`src/rtl/mx_scoreboard.sv`:
```
// mx_scoreboard: per-warp register busy table gating ibuffer issue into a one-entry output register.
// Latency: instruction accepted in cycle N appears on out_valid in cycle N+1.
// Backpressure: in_ready drops on a register hazard or while a held output entry is not taken.
// Optional macro SCOREBOARD_BYPASS_EN: hazard check sees same-cycle writeback releases.
module mx_scoreboard #(
  parameter int NUM_WARPS = 4,
  parameter int NUM_REGS  = 32,
  parameter int DATAW     = 64,
  parameter int TIMEOUT   = 1023,
  localparam int WID_W    = (NUM_WARPS > 1) ? $clog2(NUM_WARPS) : 1,
  localparam int NR_BITS  = $clog2(NUM_REGS)
) (
  input  logic               clk,
  input  logic               reset,
  input  logic               in_valid,
  output logic               in_ready,
  input  logic [WID_W-1:0]   in_wid,
  input  logic               in_wb,
  input  logic [NR_BITS-1:0] in_rd,
  input  logic [NR_BITS-1:0] in_rs1,
  input  logic [NR_BITS-1:0] in_rs2,
  input  logic [NR_BITS-1:0] in_rs3,
  input  logic [2:0]         in_rs_used,
  input  logic [DATAW-1:0]   in_data,
  output logic               out_valid,
  input  logic               out_ready,
  output logic [WID_W-1:0]   out_wid,
  output logic               out_wb,
  output logic [NR_BITS-1:0] out_rd,
  output logic [DATAW-1:0]   out_data,
  input  logic               wb_valid,
  input  logic [WID_W-1:0]   wb_wid,
  input  logic [NR_BITS-1:0] wb_rd,
  input  logic               wb_eop,
  output logic [NUM_WARPS-1:0] pending,
  output logic               deadlock
);

  localparam int CNT_W = ($clog2(TIMEOUT + 1) > 10) ? $clog2(TIMEOUT + 1) : 10;
  localparam logic [CNT_W-1:0] CNT_MAX = CNT_W'(TIMEOUT);

  logic [NUM_REGS-1:0] r_busy     [NUM_WARPS];
  logic [NUM_REGS-1:0] w_busy_nxt [NUM_WARPS];
  logic [NUM_REGS-1:0] w_row;
  logic [NUM_REGS-1:0] w_rel_mask;
  logic                w_release;
  logic                w_hazard;
  logic                w_slot_free;
  logic                w_fire;
  logic                w_set;

  logic                r_out_valid;
  logic [WID_W-1:0]    r_out_wid;
  logic                r_out_wb;
  logic [NR_BITS-1:0]  r_out_rd;
  logic [DATAW-1:0]    r_out_data;

  logic [CNT_W-1:0]    r_stall_cnt;
  logic                r_deadlock;

  // Only the last writeback of an instruction frees its destination.
  assign w_release  = wb_valid && wb_eop;
  assign w_rel_mask = w_release ? (NUM_REGS'(1) << wb_rd) : '0;

  // Busy row of the issuing warp as seen by the hazard check; register 0 is never a hazard.
  always_comb begin
    w_row = r_busy[in_wid];
`ifdef SCOREBOARD_BYPASS_EN
    if (wb_wid == in_wid) begin
      w_row = w_row & ~w_rel_mask;
    end
`endif
    w_row[0] = 1'b0;
  end

  assign w_hazard = in_valid && ((in_rs_used[0] && w_row[in_rs1]) ||
                                 (in_rs_used[1] && w_row[in_rs2]) ||
                                 (in_rs_used[2] && w_row[in_rs3]) ||
                                 (in_wb && w_row[in_rd]));

  assign w_slot_free = !r_out_valid || out_ready;
  assign in_ready    = !w_hazard && w_slot_free;
  assign w_fire      = in_valid && in_ready;
  assign w_set       = w_fire && in_wb && (in_rd != '0);

  // Next busy table: release first, then issue-set so a same-cycle set wins.
  always_comb begin
    for (int w = 0; w < NUM_WARPS; w++) begin
      w_busy_nxt[w] = r_busy[w];
      if (wb_wid == WID_W'(w)) begin
        w_busy_nxt[w] = w_busy_nxt[w] & ~w_rel_mask;
      end
      if (w_set && (in_wid == WID_W'(w))) begin
        w_busy_nxt[w][in_rd] = 1'b1;
      end
    end
  end

  // Busy table register; reset drops all outstanding writebacks.
  always_ff @(posedge clk) begin
    if (reset) begin
      for (int w = 0; w < NUM_WARPS; w++) begin
        r_busy[w] <= '0;
      end
    end else begin
      for (int w = 0; w < NUM_WARPS; w++) begin
        r_busy[w] <= w_busy_nxt[w];
      end
    end
  end

  // Per-warp summary of outstanding writebacks, taken from the registered table.
  always_comb begin
    pending = '0;
    for (int w = 0; w < NUM_WARPS; w++) begin
      pending[w] = |r_busy[w];
    end
  end

  // One-entry output register: load on fire, drain on out_ready, hold otherwise.
  always_ff @(posedge clk) begin
    if (reset) begin
      r_out_valid <= 1'b0;
      r_out_wid   <= '0;
      r_out_wb    <= 1'b0;
      r_out_rd    <= '0;
      r_out_data  <= '0;
    end else if (w_fire) begin
      r_out_valid <= 1'b1;
      r_out_wid   <= in_wid;
      r_out_wb    <= in_wb;
      r_out_rd    <= in_rd;
      r_out_data  <= in_data;
    end else if (out_ready) begin
      r_out_valid <= 1'b0;
    end
  end

  // Count consecutive hazard stalls; sticky deadlock once the count reaches TIMEOUT.
  always_ff @(posedge clk) begin
    if (reset) begin
      r_stall_cnt <= '0;
      r_deadlock  <= 1'b0;
    end else begin
      if (!in_valid || w_fire) begin
        r_stall_cnt <= '0;
      end else if (w_hazard && (r_stall_cnt != CNT_MAX)) begin
        r_stall_cnt <= r_stall_cnt + 1'b1;
      end
      if (w_hazard && (r_stall_cnt >= CNT_MAX - CNT_W'(1))) begin
        r_deadlock <= 1'b1;
      end
    end
  end

  assign out_valid = r_out_valid;
  assign out_wid   = r_out_wid;
  assign out_wb    = r_out_wb;
  assign out_rd    = r_out_rd;
  assign out_data  = r_out_data;
  assign deadlock  = r_deadlock;

endmodule

```
`config.mk`:
```
export PLATFORM = sky130hd
export DESIGN_NAME = mx_scoreboard
export DESIGN_NICKNAME = d
export VERILOG_FILES = /design/src/rtl/mx_scoreboard.sv
export SDC_FILE = /design/constraint.sdc
export NUM_CORES = 1
export LEC_CHECK = 0
export BUFFER_PORTS_ARGS = -buffer_cell sky130_fd_sc_hd__buf_4
export CAP_MARGIN = 40
export CORE_ASPECT_RATIO = 1.5
export CORE_MARGIN = 2
export CORE_UTILIZATION = 52
export DETAILED_ROUTE_END_ITERATION = 7
export PLACE_DENSITY_LB_ADDON = 0.25
export SYNTH_ARGS = -nofsm -noshare
export SYNTH_HDL_FRONTEND = slang
export SYNTH_SLANG_ARGS = --single-unit
```
`constraint.sdc`:
```
create_clock -name clk -period 3.13 [get_ports clk]
set_input_delay 0.1565 -clock clk [delete_from_list [all_inputs] [get_ports clk]]
set_output_delay 0.1565 -clock clk [all_outputs]
set_load 0.01 [all_outputs]
```
==> results_dict.tcl <==
set metrics [dict create \
    outcome "finished, violations left" \
    violations "negative setup slack" \
    utilization_pct 71.77 \
    yosysTopAreaCell "dfxtp_1" \
    antenna_found_initial 2 \
    setup-tns-final_ns -10.05 \
    antenna_left 0 \
    period_share_pct 104.9 \
    timing.final.ws_setup_ns -0.1529 \
    grt.total_usage_pct 40.58 \
    yosysWarnings 0 \
    slew_violations 0 \
    htree_num_levels 1 \
    critPathArrivalTime_ns 3.67 \
    drt_first_pass_iters 6 \
    rows 68 \
    wl_mm 51.45 \
    synth_top_cells_by_area "dfxtp_1 35%, mux4_2 11%, o41ai_2 8.0%" \
    grt_pass1_vias 12768 \
    tightest_slew_ns 0.8887 \
    synth_area_sq_mm 0.01225 \
    crit_start "r_busy[0][11]" \
    critPathRequiredTime_ns 3.52 \
    ys_seq_elements 212 \
    cts_sinks 212 \
    synth_nets 1323 \
    timing_worst_setup_path_type "register to register" \
    hold_end "r_busy[1][6]" \
    reg2regPathDepth 13 \
    fin_skew_ns 0.01014 \
    overflow 0 \
    dp_hpwl_mm 34.01 \
    hold_class "primary input to register" \
    dieArea_sq_mm 0.02483 \
    p_leak_nw 7.075 \
    synth_edf_count 0 \
    synth-seq-area-share_pct 34.65 \
    grt_max_degree 80 \
    maxSlewHeadroom_pct 40.54 \
    clock_latency_ns 0.53 \
    rsz0062_at_grt "true" \
    port_buffers 181 \
    cap_violations 0 \
    clk_pin_slew_ns 0.06 \
    fin_crit_ns 3.283 \
    grt_pass1_wl_mm 76.24 \
    max_stage_delay_ns 0.63 \
    gp_congestion 1.042 \
    dr_total_vias 12790 \
    slowest_stage "mux4_2" \
    cts-buffers-inserted 22 \
    core_region_area_sq_mm 0.02306 \
    wire_per_inst_um 28.08 \
    synth_cell_types 57 \
    clock.fmax_ghz 0.3046 \
    r2r_start "r_busy[0][11]" \
    worstHoldPathCells 4 \
    peakVddDrop_mv 0.4528 \
    fp.dieW_um 129.3 \
    r2r_end "out_data[7]" \
    setup_viol 160 \
    hold_viol 0 \
    nNetsFinal 1605 \
    synthFlopType "dfxtp_1" \
    post_drt_via_cell_ratio 6.981 \
    synth_cells 1218 \
    dieHeight_um 192.0 \
    setup.worst_path.end_class "register" \
    drive_gt1_share_pct 36.35 \
    hold_slack_ns 0.05409 \
    drtIter0Drc 1546 \
    async_flop_share_pct 0 \
    layout.cells.non_filler 1832 \
    critPathLaunchType "register" \
    dpl.cell_count 1716 \
    synth_top_cell_area_share_pct 34.65 \
    initial_utilization_pct 53.13 \
    fillCellCount 1673 \
    crit_fanout 37 \
    worstPathCellList "mux4_2 > buf_4 > a22oi_1 > nand3_1 > o21ai_1 > a31oi_1 > a21oi_2 > buf_4 > nand4_4 > buf_12 > buf_12 > mux2i_1 > nor2_1" \
    cts_tree "yes" \
    min_from "wb_wid[0]" \
    cts_buffer_depth 3 \
    io_pins 182 \
    drc_errors 0 \
    syn_area_per_cell_sq_um 10.06 \
    powerDensity_mw_per_mm2 410.2 \
    cts.root.buffer_cell "clkbuf_16" \
    syn_to_final_growth_pct 35.10 \
    rrSetupSlack_ns -0.15 \
]
==> Yosys cell counts, types with 17 or more instances <==
master    count
nor2_1       92
o41ai_1      66
o41ai_2      60
nand3_1      29
mux2i_1      93
clkbuf_1     82
buf_2        24
a21oi_1      17
nand2_1      89
nor2b_1      19
nor4_1       37
a22oi_1      23
dfxtp_1     212
mux4_2       59
o211ai_1    127
==> layout by cell type, fill, tap and decap left out, types with 5 or more instances in the layout <==
cell type,instances
nand4_1,16
o41ai_2,89
o22ai_1,5
nor3b_1,6
nor2b_1,19
nor4_1,35
inv_1,13
and2_1,9
mux4_2,59
a211oi_1,5
and3_1,6
clkbuf_8,8
nand2b_1,11
a31oi_1,5
clkbuf_16,23
nor2_1,91
clkbuf_1,5
buf_4,294
nand3_1,29
o211ai_1,127
o41ai_4,8
mux2i_1,91
dfxtp_1,210
nor3_1,12
or2_2,6
nand3b_1,6
buf_12,17
a21oi_1,16
mux2_2,13
a22oi_1,23
dlygate4sd3_1,70
o41ai_1,29
nand2_1,87
==> kinds of logic (layout without fill, tap and decap cells) <==
kind of cell | Yosys count | count (layout) | share of synthesized area (%)
simple gates | 354 | 354 | 14.32
mux | 166 | 166 | 19.73
fa+ha+maj | 2 | 2 | 0.2043
other cells | 0 | 1 | 0
compound gates | 342 | 342 | 25.70
flops | 212 | 212 | 34.65
buf+inv | 142 | 440 | 5.393
==> area by class of cell <==
class	instances	area (sq um)	area share (%)
diodes	1	2.502	0.01512
multi-input cells	864	7799	47.13
clock buffers	35	679.4	4.106
inverters	14	53.80	0.3251
repair buffers	386	3334	20.15
flip-flops and latches	212	4247	25.66
well taps	315	394.1	2.382
clock inverters	5	38.79	0.2344
==> power by group <==
| group | internal (W) | switching (W) |
|---|---|---|
| Combinational | 0.000565 | 0.000752 |
| Clock | 0.00149 | 0.00116 |
| Sequential | 0.00277 | 0.0000440 |
| Total | 0.00483 | 0.00196 |
==> flip-flops by register name (all words and copies together), names as in the netlist <==
signal / cells
out_wid: 2
out_wb: 1
r_stall_cnt: 10
out_valid: 1
r_busy: 128
out_rd: 5
deadlock: 1
out_data: 64
==> routing by layer <==
| metal | GRT usage (%) | up-vias | part of all wire [%] |
|---|---|---|---|
| li1 | - | 5420 | - |
| met1 | 44.07 | 6158 | 33 |
| met2 | 67.85 | 905 | 49 |
| met3 | 11.09 | 305 | 9.7 |
| met4 | 28.26 | 2 | 8.3 |
| met5 | 0.4202 | - | 0.023 |
==> metrics by stage <==
stage                     area, sq um  setup slack (ns)  power, W
after global routing            16550           -0.2102  0.006963
after floorplan                 12250            0.2158  0.003500
after detailed placement        14610           -0.2033  0.004006
final                           16550           -0.1529  0.006788
after CTS                       16070          0.005756  0.006683
after global placement          14560           -0.1548  0.003983
==> worst max-delay path by stage <==
| stage | slack (ns) | endpoint |
|---|---|---|
| 4_1_cts | 0.006 | in_ready |
| 3_3_place_gp | -0.15 | r_busy[3][13] |
| 6_report | -0.15 | out_data[7] |
| 5_1_grt | -0.21 | r_busy[3][8] |
| 3_5_place_dp | -0.20 | r_busy[2][20] |
| 2_1_floorplan | 0.22 | out_data[42] |
==> worst max-delay path, delay by kind of cell, from the launching register on <==
family,cells,cell delay (ns)
AOI/OAI and AO/OA,4,0.74
buffers and inverters,4,0.78
DFF,1,0.34
muxes,2,0.88
and+or+nand+nor,3,0.35
==> timing repair <==
action | CTS | global route
hold endpoints to repair | 69 | 0
gates resized for setup | 6 | 61
hold buffers | 70 | 0
pin swaps | 1 | 6
setup endpoints to repair | 1 | 187
gates cloned | 0 | 2
buffers inserted | 2 | 2
No activity file was read; power rests on OpenSTA's default activity.
